[config.mk]
export PLATFORM = sky130hd
export DESIGN_NAME = adc_serial_reg_receiver
export DESIGN_NICKNAME = d
export VERILOG_FILES = /design/src/rtl/adc_serial_reg_receiver.sv
export SDC_FILE = /design/constraint.sdc
export NUM_CORES = 1
export LEC_CHECK = 0
export BUFFER_PORTS_ARGS = -buffer_cell sky130_fd_sc_hd__buf_2
export CAP_MARGIN = 15
export CELL_PAD_IN_SITES_DETAIL_PLACEMENT = 0
export CELL_PAD_IN_SITES_GLOBAL_PLACEMENT = 1
export CORE_MARGIN = 2
export CORE_UTILIZATION = 48
export DETAILED_ROUTE_END_ITERATION = 8
export PLACE_DENSITY = 0.95
export SLEW_MARGIN = 10
export SYNTH_ARGS = -nofsm -noshare
export SYNTH_HDL_FRONTEND = slang
export SYNTH_SLANG_ARGS = --single-unit
[constraint.sdc]
create_clock -name Clock -period 3.6 [get_ports Clock]
set_input_delay 0.18 -clock Clock [delete_from_list [all_inputs] [get_ports Clock]]
set_output_delay 0.18 -clock Clock [all_outputs]
set_load 0.005 [all_outputs]
[src/rtl/adc_serial_reg_receiver.sv]
// Responder for the 3-wire ADC register-write bus: oversamples Sclk/Sdata/Select, deframes 32-bit writes.
// Optional ADC_SHADOW_REGS_EN adds a 16x16 shadow array with registered readback on RdData.
module adc_serial_reg_receiver #(
   parameter logic [11:0] HEADER      = 12'h001,
   parameter int unsigned TIMEOUT_CYC = 1024
) (
   input  logic        Clock,
   input  logic        Reset_n,
   input  logic        InSclk,
   input  logic        InSdata,
   input  logic        InSelect,
   output logic        RegValid,
   output logic [3:0]  RegAddr,
   output logic [15:0] RegData,
   output logic        FrameError,
   output logic [1:0]  ErrCode,
   output logic        Busy,
   output logic [15:0] FrameCount,
   input  logic [3:0]  RdAddr,
   output logic [15:0] RdData
);

   localparam int unsigned FRAME_BITS = 32;
   localparam int unsigned CNT_W      = 6;
   localparam int unsigned TO_W       = $clog2(TIMEOUT_CYC + 1);
   localparam int unsigned ADDR_W     = 4;
   localparam int unsigned DATA_W     = 16;
   localparam int unsigned SYNC_W     = 3;

   localparam logic [CNT_W-1:0] CNT_FULL = CNT_W'(FRAME_BITS);
   localparam logic [CNT_W-1:0] CNT_SAT  = CNT_W'(FRAME_BITS + 1);
   localparam logic [TO_W-1:0]  TO_LAST  = TO_W'(TIMEOUT_CYC - 1);

   localparam logic [1:0] ERR_SHORT  = 2'd1;
   localparam logic [1:0] ERR_LONG   = 2'd2;
   localparam logic [1:0] ERR_HEADER = 2'd3;

   typedef enum logic [1:0] {
      IDLE       = 2'd0,
      SHIFT      = 2'd1,
      WAIT_DESEL = 2'd2,
      REPORT     = 2'd3
   } state_t;

   // [0],[1] = synchronizer, [2] = delay reg; preset high so an idle bus shows no edges
   logic [SYNC_W-1:0] sclk_p;
   logic [SYNC_W-1:0] sdata_p;
   logic [SYNC_W-1:0] sel_p;

   logic sclk_rise;
   logic sel_rise;
   logic sel_fall;

   state_t                  state;
   logic [FRAME_BITS-1:0]   shift_reg;
   logic [CNT_W-1:0]        bit_cnt;
   logic [TO_W-1:0]         to_cnt;
   logic                    fall_pend;

   always_ff @(posedge Clock or negedge Reset_n) begin
      if (!Reset_n) begin
         sclk_p  <= '1;
         sdata_p <= '1;
         sel_p   <= '1;
      end else begin
         sclk_p  <= {sclk_p[SYNC_W-2:0], InSclk};
         sdata_p <= {sdata_p[SYNC_W-2:0], InSdata};
         sel_p   <= {sel_p[SYNC_W-2:0], InSelect};
      end
   end

   // Registered edge flags; sdata_p[2] lines up with sclk_rise for bit capture
   always_ff @(posedge Clock or negedge Reset_n) begin
      if (!Reset_n) begin
         sclk_rise <= 1'b0;
         sel_rise  <= 1'b0;
         sel_fall  <= 1'b0;
      end else begin
         sclk_rise <= sclk_p[1] & ~sclk_p[2];
         sel_rise  <= sel_p[1] & ~sel_p[2];
         sel_fall  <= ~sel_p[1] & sel_p[2];
      end
   end

   always_ff @(posedge Clock or negedge Reset_n) begin
      if (!Reset_n) begin
         state      <= IDLE;
         shift_reg  <= '0;
         bit_cnt    <= '0;
         to_cnt     <= '0;
         fall_pend  <= 1'b0;
         RegValid   <= 1'b0;
         RegAddr    <= '0;
         RegData    <= '0;
         FrameError <= 1'b0;
         ErrCode    <= '0;
         Busy       <= 1'b0;
         FrameCount <= '0;
      end else begin
         RegValid   <= 1'b0;
         FrameError <= 1'b0;
         fall_pend  <= 1'b0;
         case (state)
            IDLE: begin
               if (sel_fall || fall_pend) begin
                  state   <= SHIFT;
                  bit_cnt <= '0;
                  to_cnt  <= '0;
                  Busy    <= 1'b1;
               end
            end
            SHIFT: begin
               // Deselect has priority over a coincident sclk rise: that bit is dropped
               if (sel_rise) begin
                  state <= REPORT;
                  Busy  <= 1'b0;
               end else if (sclk_rise) begin
                  shift_reg <= {shift_reg[FRAME_BITS-2:0], sdata_p[2]};
                  if (bit_cnt != CNT_SAT) begin
                     bit_cnt <= bit_cnt + 1'b1;
                  end
                  to_cnt <= '0;
               end else if (to_cnt == TO_LAST) begin
                  FrameError <= 1'b1;
                  ErrCode    <= ERR_HEADER;
                  state      <= WAIT_DESEL;
               end else begin
                  to_cnt <= to_cnt + 1'b1;
               end
            end
            WAIT_DESEL: begin
               if (sel_rise) begin
                  state <= IDLE;
                  Busy  <= 1'b0;
               end
            end
            REPORT: begin
               state     <= IDLE;
               fall_pend <= sel_fall;
               if (bit_cnt < CNT_FULL) begin
                  FrameError <= 1'b1;
                  ErrCode    <= ERR_SHORT;
               end else if (bit_cnt > CNT_FULL) begin
                  FrameError <= 1'b1;
                  ErrCode    <= ERR_LONG;
               end else if (shift_reg[31:20] != HEADER) begin
                  FrameError <= 1'b1;
                  ErrCode    <= ERR_HEADER;
               end else begin
                  RegValid   <= 1'b1;
                  RegAddr    <= shift_reg[19:16];
                  RegData    <= shift_reg[15:0];
                  FrameCount <= FrameCount + 1'b1;
               end
            end
            default: begin
               state <= IDLE;
               Busy  <= 1'b0;
            end
         endcase
      end
   end

`ifdef ADC_SHADOW_REGS_EN
   localparam int unsigned DEPTH = 1 << ADDR_W;

   logic [DATA_W-1:0] shadow [DEPTH];

   // Shadow copy of every accepted write, read back one cycle after RdAddr
   always_ff @(posedge Clock or negedge Reset_n) begin
      if (!Reset_n) begin
         for (int i = 0; i < int'(DEPTH); i++) begin
            shadow[i] <= '0;
         end
         RdData <= '0;
      end else begin
         if (RegValid) begin
            shadow[RegAddr] <= RegData;
         end
         RdData <= shadow[RdAddr];
      end
   end
`else
   logic unused_rd_addr;

   assign unused_rd_addr = ^RdAddr;
   assign RdData         = DATA_W'(0);
`endif

endmodule

# After elaboration in Yosys (flattened, before gate mapping)
# Index checks and enable logic that the tools add are counted.
[word_totals]
reg_bits = 105
out_inout_bits = 57
word_cells = 102
[classes]
addsub = 3
order_cmp = 2
eq_ne = 18
mux = 38
bitwise = 10
reduce_logical = 13
[op_table]
columns = ["operator", "n"]
rows = [
  ["$mux 11", 4],
  ["$mux 6", 4],
  ["$mux 2", 11],
  ["$pmux 11 s2", 1],
  ["$add 16x1->16 const B", 1],
  ["$ne 2x2->1 const B", 7],
  ["$mux 1", 13],
  ["$ne 12x1->1 const B", 1],
  ["$pmux 6 s2", 1],
  ["$reduce_and 4->1", 3],
  ["$add 11x1->11 const B", 1],
  ["$eq 11x10->1 const B", 1],
  ["$reduce_and 5->1", 2],
  ["$ne 3x3->1 const B", 3],
  ["$pmux 2 s4", 1],
  ["$not 1->1", 7],
  ["$add 6x1->6 const B", 1],
  ["$gt 6x6->1 const B", 1],
  ["$lt 6x6->1 const B", 1],
  ["$ne 6x6->1 const B", 1],
  ["$reduce_and 3->1", 2],
  ["$reduce_bool 2->1", 3],
  ["$eq 2x2->1 const B", 2],
  ["$ne 4x4->1 const B", 1],
  ["other kinds (8)", 11],
]

# Depth between registers and ports, before layout
# Gate-level depths: netlist of run 1.
[depth]
word_depth = 5
mapped_depth = 7
depth_no_buf = 6

# Least setup slack after synthesis of run 1
# OpenSTA, ideal clock, no wires.
[synth_timing]
path_kind = "reg-to-reg"
startpoint = "register state[1]"
endpoint = "register to_cnt[4]"
arrival_time_ns = 1.812
setup_slack_ns = 1.711
stages_incl_launch_ff = 7
cell_sequence = "dfrtp_1 inv_1 ha_1 nand2b_1 a211oi_2 or4b_1 o21ai_1"
[synth_via]
elab_chain_len = 3
[synth_rtl]
columns = ["element", "line_no", "source"]
rows = [
  ["start, declared", "54", "state_t state;"],
  ["start signal, assigned", "87", "state <= IDLE;"],
  ["start signal, assigned", "106", "state <= SHIFT;"],
  ["start signal, assigned", "115", "state <= REPORT;"],
  ["$eq 2x1->1 or $logic_not 2->1 (tied branches)", "103", "case (state)"],
  ["$ne 3x3->1 (no line), or another cell as far along", "n/a", ""],
  ["$reduce_and 4->1 (no line)", "n/a", ""],
  ["end signal, assigned", "128", "to_cnt <= to_cnt + 1'b1;"],
  ["end, declared", "57", "logic [TO_W-1:0] to_cnt;"],
]
# Parallel ways exist; a longest one is shown, timed or not.
# A chain may end at the register's enable or synchronous reset.

# Final worst setup path of run 1
[layout_timing]
startpoint = "register state[1]"
endpoint = "register state[1]"
[layout_via]
elab_chain_len = 3
[layout_rtl]
columns = ["element", "line_no"]
rows = [
  ["$eq 2x1->1, or another cell as far along", "103"],
  ["$ne 3x3->1 (no line) or $ne 2x2->1 (tied branches)", "n/a"],
  ["$reduce_and 4->1 (no line)", "n/a"],
]
# Parallel ways exist; a longest one is shown, timed or not.

==> results of run 1 <==
worst max-delay path by stage:
stage / to / slack (ns) / cells past startpoint
2_1_floorplan: to_cnt[4]$_DFFE_PN0P_ / 1.71 / 6
3_3_place_gp: state[1]$_DFFE_PN0P_ / 1.21 / 7
3_5_place_dp: state[1]$_DFFE_PN0P_ / 1.20 / 7
4_1_cts: state[1]$_DFFE_PN0P_ / 1.17 / 7
5_1_grt: state[1]$_DFFE_PN0P_ / 0.93 / 7
6_report: state[1]$_DFFE_PN0P_ / 1.16 / 7
cells by family after synthesis:
logic type | synth area share, %
other cells | 0.0773
mux | 5.08
fa+ha+maj | 2.58
xor+xnor | 2.71
buf+inv | 5.52
flops | 54.4
compound gates | 7.32
simple gates | 22.4
layout make-up:
cell class                      instances  area (sq um)
Tap cell                              133           166
Fill cell                             859          4380
Timing Repair Buffer                   54           305
Clock buffer                            9           124
Clock inverter                          7          93.8
Multi-Input combinational cell        320          2000
Sequential cell                       105          2640
Inverter                               16          60.1
stage by stage:
stage | power [mW] | hold slack (ns) | utilization [%] | instance area, sq um
2_1_floorplan | 1.90 | -0.116 | - | 4910
3_3_place_gp | 2.04 | 0.286 | 52.5 | 5130
3_5_place_dp | 2.07 | 0.286 | 52.5 | 5130
4_1_cts | 2.83 | 0.360 | 55.2 | 5390
5_1_grt | 2.98 | 0.355 | 55.2 | 5390
6_report | 2.81 | 0.355 | 55.2 | 5390
report_power, final:
part / internal, mW / switching [mW]
sequential: 1.29 / 0.103
clock: 0.285 / 0.473
combinational: 0.243 / 0.411
metal layers:
layer | vias to the layer above | track usage [%] | wire [um]
met5 | - | 0 | 0
li1 | 1653 | - | -
met3 | 11 | 4.18 | 441
met4 | 0 | 6.08 | 128
met2 | 74 | 27.1 | 4280
met1 | 1707 | 22.8 | 4170
layout by cell type (no fill, tap or decap), types with 3 or more instances in the layout:
| cell type | n |
|---|---|
| nand2_1 | 113 |
| dfrtp_1 | 96 |
| buf_2 | 44 |
| mux2_2 | 21 |
| inv_1 | 16 |
| conb_1 | 16 |
| xor2_1 | 15 |
| o21ai_0 | 14 |
| a21oi_1 | 13 |
| nor4_1 | 12 |
| nand4_1 | 12 |
| nor3_1 | 10 |
| ha_1 | 10 |
| nand3_1 | 9 |
| clkbuf_8 | 9 |
| dfstp_2 | 9 |
| and4_1 | 6 |
| buf_4 | 6 |
| nor2_1 | 5 |
| nand2b_1 | 4 |
| nor2b_1 | 4 |
| a21o_1 | 4 |
| and3_1 | 4 |
| clkinv_8 | 4 |
| dlygate4sd3_1 | 4 |
| nor4_2 | 3 |
| a31oi_1 | 3 |
worst register-to-register path, delay by kind of cell, from the launching register on:
family                     cells  cell delay (ns)
adders and majority gates      1             0.50
and+or+nand+nor                1             0.67
AOI/OAI and AO/OA              3             0.27
buffers and inverters          2             0.48
DFF                            1             0.42
cells in the mapped netlist (all sizes together), types with 2 or more instances:
cell | instances | area share (%)
or3 | 2 | 0.26
nand3 | 11 | 1.5
o22a | 2 | 0.36
inv | 16 | 1.2
a31oi | 3 | 0.39
xor2 | 15 | 2.7
clkbuf | 13 | 1.0
nor3b | 2 | 0.41
nor3 | 10 | 1.0
and3 | 4 | 0.52
buf | 20 | 3.2
nand4 | 12 | 1.5
mux2 | 21 | 4.9
and2 | 2 | 0.26
nand3b | 2 | 0.31
nand2 | 113 | 8.7
nor4 | 17 | 3.2
a211oi | 2 | 0.41
o21ai | 15 | 1.5
and4 | 6 | 1.1
a211o | 2 | 0.36
nor4b | 4 | 1.2
dfstp | 9 | 4.9
nor2 | 6 | 0.52
a21oi | 13 | 1.3
o41ai | 2 | 0.36
nor2b | 4 | 0.52
nand2b | 4 | 0.52
dfrtp | 96 | 49
a21o | 4 | 0.62
ha | 10 | 2.6
repair_timing:
action                    4_1_cts  5_1_grt
hold endpoints to repair       59        0
hold buffers                    4        0
buffers inserted                0        0
==> run metrics, run 1 <==
VDD IR-drop max 0.337 mV; IO Count 66; Reg2Reg Depth 7; vias 3,445; antenna violations before repair 0; worst slew pin tran 1.02 ns; Worst-Skew Late Latency 0.39 ns; Die Ht 105 um; Clock Skew 0.0205 ns; gr usage total 17.0%; WHS Endpoint sdata_p[2]$_DFF_PN1_; first-pass GRT wire length 15,300 um; pwr dens 520 nW/um^2; register bit total from synthesis 105; CTS tree built; Netlist cell types 60; CP top delay family simple AND/OR/NAND/NOR gates; EDFF count, synth 0; Core Footprint 9770 sq um; FF-to-FF Start state[1]$_DFFE_PN0P_; Post-Syn Area per Cell 10.6 sq um; Reg clk slew, reported paths 0.11 ns; worst path arrival time 2.71 ns; grt total ovfl 0; initial DRC count 136; Post-synth ARST share 100%; period utilisation layout 67.8%; Leak 2.80 nW; status finished, final reports clean; Min-Delay Startpoint sdata_p[1]$_DFF_PN1_; critical path class reg -> reg; Post-Route Setup TNS 0 ns; vias in the first global route 3,280; Resized Gates After CTS 0; crit path from state[1]$_DFFE_PN0P_; TritonCTS Buffers 9; Bufs and invs on worst path 2; largest net degree at the start of global routing 66; Max Fclk 409 MHz; # nets final 525; crit-path most repeated cell o21ai_0; Antenna Cells 0; max FFs per register 32; final wirelength 9020 um; share of layout cells above drive strength 1 21.7%; Mapped Area 4850 sq um; non-filler instance count after layout 644; IO buf count 45; DP HPWL 6060 um; worst reg-to-reg setup slack 1.16 ns; gpl congestion 0.787; # Max-Cap Violations 0; endpoints failing setup 0; Slowest-stage cell, CP and3b_1; Slew Viols, Final 0; hold path depth 0; Final Hold Fails 0; reg2reg end state[1]$_DFFE_PN0P_; drt wl/cell 14.0 um; total clock sinks 105; CTS H-Tree Depth 3; CP Cell Sequence inv_1 > ha_1 > and3b_1 > buf_4 > o21ai_0 > o21ai_0 > a21oi_1; Period minus WS final 2.44 ns; Clock Path Buffers 2; DIE AREA 10,900 sq um; warning count from the yosys run 0; root buf cell clkbuf_8; Synth Flop Type dfrtp_1; Setup crit start kind flip-flop; Crit Path Max Fanout 18; first-pass detailed-route iteration total 4; area grow syn2layout 11.1%; average via count per standard cell 5.35; placed cell count 624; CP endpoint kind flip-flop; Worst Path Required 3.87 ns; Post-DRT Antenna Nets 0; row count 36; CP max stage delay 0.67 ns; post-place setup slack 1.20 ns; Post-Syn Instances 459; initial core utilization 49.7%; Hold Path Class reg -> reg; Worst slew margin 31.2%; DR DRC count 0; die width 105 um; final worst slack 1.16 ns; register area share after synthesis 54.4%; RSZ-0062 raised after global routing false
No activity file was read; power rests on OpenSTA's default activity.
==> run 2, diff against run 1 <==
- CORE_UTILIZATION: 48 -> 45
- PLACE_DENSITY: 0.95 -> 0.9
- clock period: 3.6 -> 2.5 ns (I/O delays scaled with it)
==> run 2 against run 1 <==
Against the previous run:
- sequential power rose by 45%
- die area grew 6.4%
- utilization fell by 3.0 points
- combinational power is 52% higher
- global-route usage is 0.29 points lower
- highest routed layer unchanged
- sequential share of layout area down 0.36 points
- register-to-register slack lost 0.73 ns
- non-clock buffer count is 6 higher
- clock power grew 35%
- maximum frequency increased by 18%
- clock-buffer cell count is the same
==> run metrics, run 2 (synthesis results as in run 1) <==
status finished, final reports clean; vias in the first global route 3,289; Worst-Skew Late Latency 0.37 ns; Slowest-stage cell, CP dfrtp_1; Core Footprint 10,400 sq um; antenna violations before repair 0; # Max-Cap Violations 0; Worst Path Required 2.74 ns; worst slew pin tran 0.926 ns; first-pass GRT wire length 15,600 um; Resized Gates After CTS 0; worst path arrival time 2.32 ns; area of the multi-input gates 2000 sq um; CP top delay family simple AND/OR/NAND/NOR gates; Period minus WS final 2.08 ns; # nets final 531; total clock sinks 105; Hold Path Class reg -> reg; initial core utilization 46.6%; drt wl/cell 13.8 um; Bufs and invs on worst path 2; Slew Viols, Final 0; most used routing layer met2; Crit Path Max Fanout 15; die width 108 um; area grow syn2layout 11.9%; largest net degree at the start of global routing 74; pwr dens 742 nW/um^2; met1 GRT Util 23.4%; Post-Route Setup TNS 0 ns; IO buf count 45; CP max stage delay 0.41 ns; endpoints failing setup 0; post-layout util 52.1%; DR DRC count 0; first-pass detailed-route iteration total 4; Die Ht 108 um; VDD IR-drop max 0.307 mV; Seq. cell area 2640 sq um; gr usage total 16.7%; Final Hold Fails 0; Leak 2.83 nW; TritonCTS Buffers 9; final wirelength 9000 um; max FFs per register 32; IO Count 66; row count 37; share of layout cells above drive strength 1 22.6%; Pwr Total 4.03 mW; met2 Use GR 26.6%; Setup crit start kind flip-flop; Reg clk slew, reported paths 0.10 ns; root buf cell clkbuf_8; CTS tree built; Max Fclk 482 MHz; DIE AREA 11,600 sq um; grt total ovfl 0; fill cell count 967; CP endpoint kind flip-flop; Clock Skew 0.0186 ns; M3 GR Usage 2.54%; Post-DRT Antenna Nets 0; DP HPWL 6050 um; Clock Path Buffers 2; CP Cell Sequence inv_1 > ha_1 > buf_4 > nor4b_1 > nand4_1 > a211oi_1 > a31oi_1; Antenna Cells 0; period utilisation layout 83.0%; gpl congestion 0.854; RSZ-0062 raised after global routing false; CTS H-Tree Depth 3; critical path class reg -> reg; Worst slew margin 38.3%; average via count per standard cell 5.31; initial DRC count 209; vias 3,468; most frequent cells in the layout nand2_1 (113), dfrtp_1 (96), buf_2 (44); most common cell after layout, fill and taps aside nand2_1
## run 2: cell count changes in the layout (fill, tap and decap cells not counted)
cell / change
clkinv_4: +2
clkinv_8: -2
buf_4: +5
inv_8: -1
clkinv_2: +1
buf_12: +1
## run 2: final timing paths
| path | from | to | slack [ns] | depth (start not counted) |
|---|---|---|---|---|
| worst min-delay path | sel_p[0]$_DFF_PN1_ | sel_p[1]$_DFF_PN1_ | 0.36 | 0 |
| min in group asynchronous | Reset_n | FrameCount[14]$_DFFE_PN0P_ | 0.43 | 2 |
| worst max-delay path | state[1]$_DFFE_PN0P_ | state[0]$_DFFE_PN0P_ | 0.42 | 7 |
| worst max register to register | state[1]$_DFFE_PN0P_ | state[0]$_DFFE_PN0P_ | 0.42 | 7 |
| max in group asynchronous | Reset_n | shift_reg[25]$_DFFE_PN0P_ | 1.37 | 3 |
| worst min register to register | sel_p[0]$_DFF_PN1_ | sel_p[1]$_DFF_PN1_ | 0.36 | 0 |
## run 2: layer usage
layer,vias to the layer above,wire length (um)
met5,-,0
met1,1697,4250
met3,14,356
met4,0,136
met2,95,4260
li1,1662,-
## run 2: layout make-up
type,instances,area share [%]
clock inverters,7,1.34
clock buffers,9,2.28
flip-flops and latches,105,48.6
multi-input cells,320,36.9
well taps,136,3.13
inverters,16,1.11
repair buffers,60,6.68
## run 2: per-stage QoR
stage / instance area (sq um) / setup slack, ns / instances / hold WS [ns]
2_1_floorplan: 4910 / 0.611 / 474 / -0.171
3_3_place_gp: 5190 / 0.533 / 633 / 0.230
3_5_place_dp: 5190 / 0.460 / 633 / 0.231
4_1_cts: 5430 / 0.442 / 653 / 0.363
5_1_grt: 5430 / 0.250 / 653 / 0.372
6_report: 5430 / 0.425 / 653 / 0.361
## run 2: power breakdown
part           leakage (nW)  switching (mW)  internal (mW)
Sequential             1.40           0.157           1.86
Clock                0.0997           0.628          0.388
Combinational          1.33           0.615          0.382
## run 2: what timing repair did
action                                 4_1_cts  5_1_grt
endpoints found under the hold margin       66        0
buffers inserted                             0        0
hold buffers                                 4        0
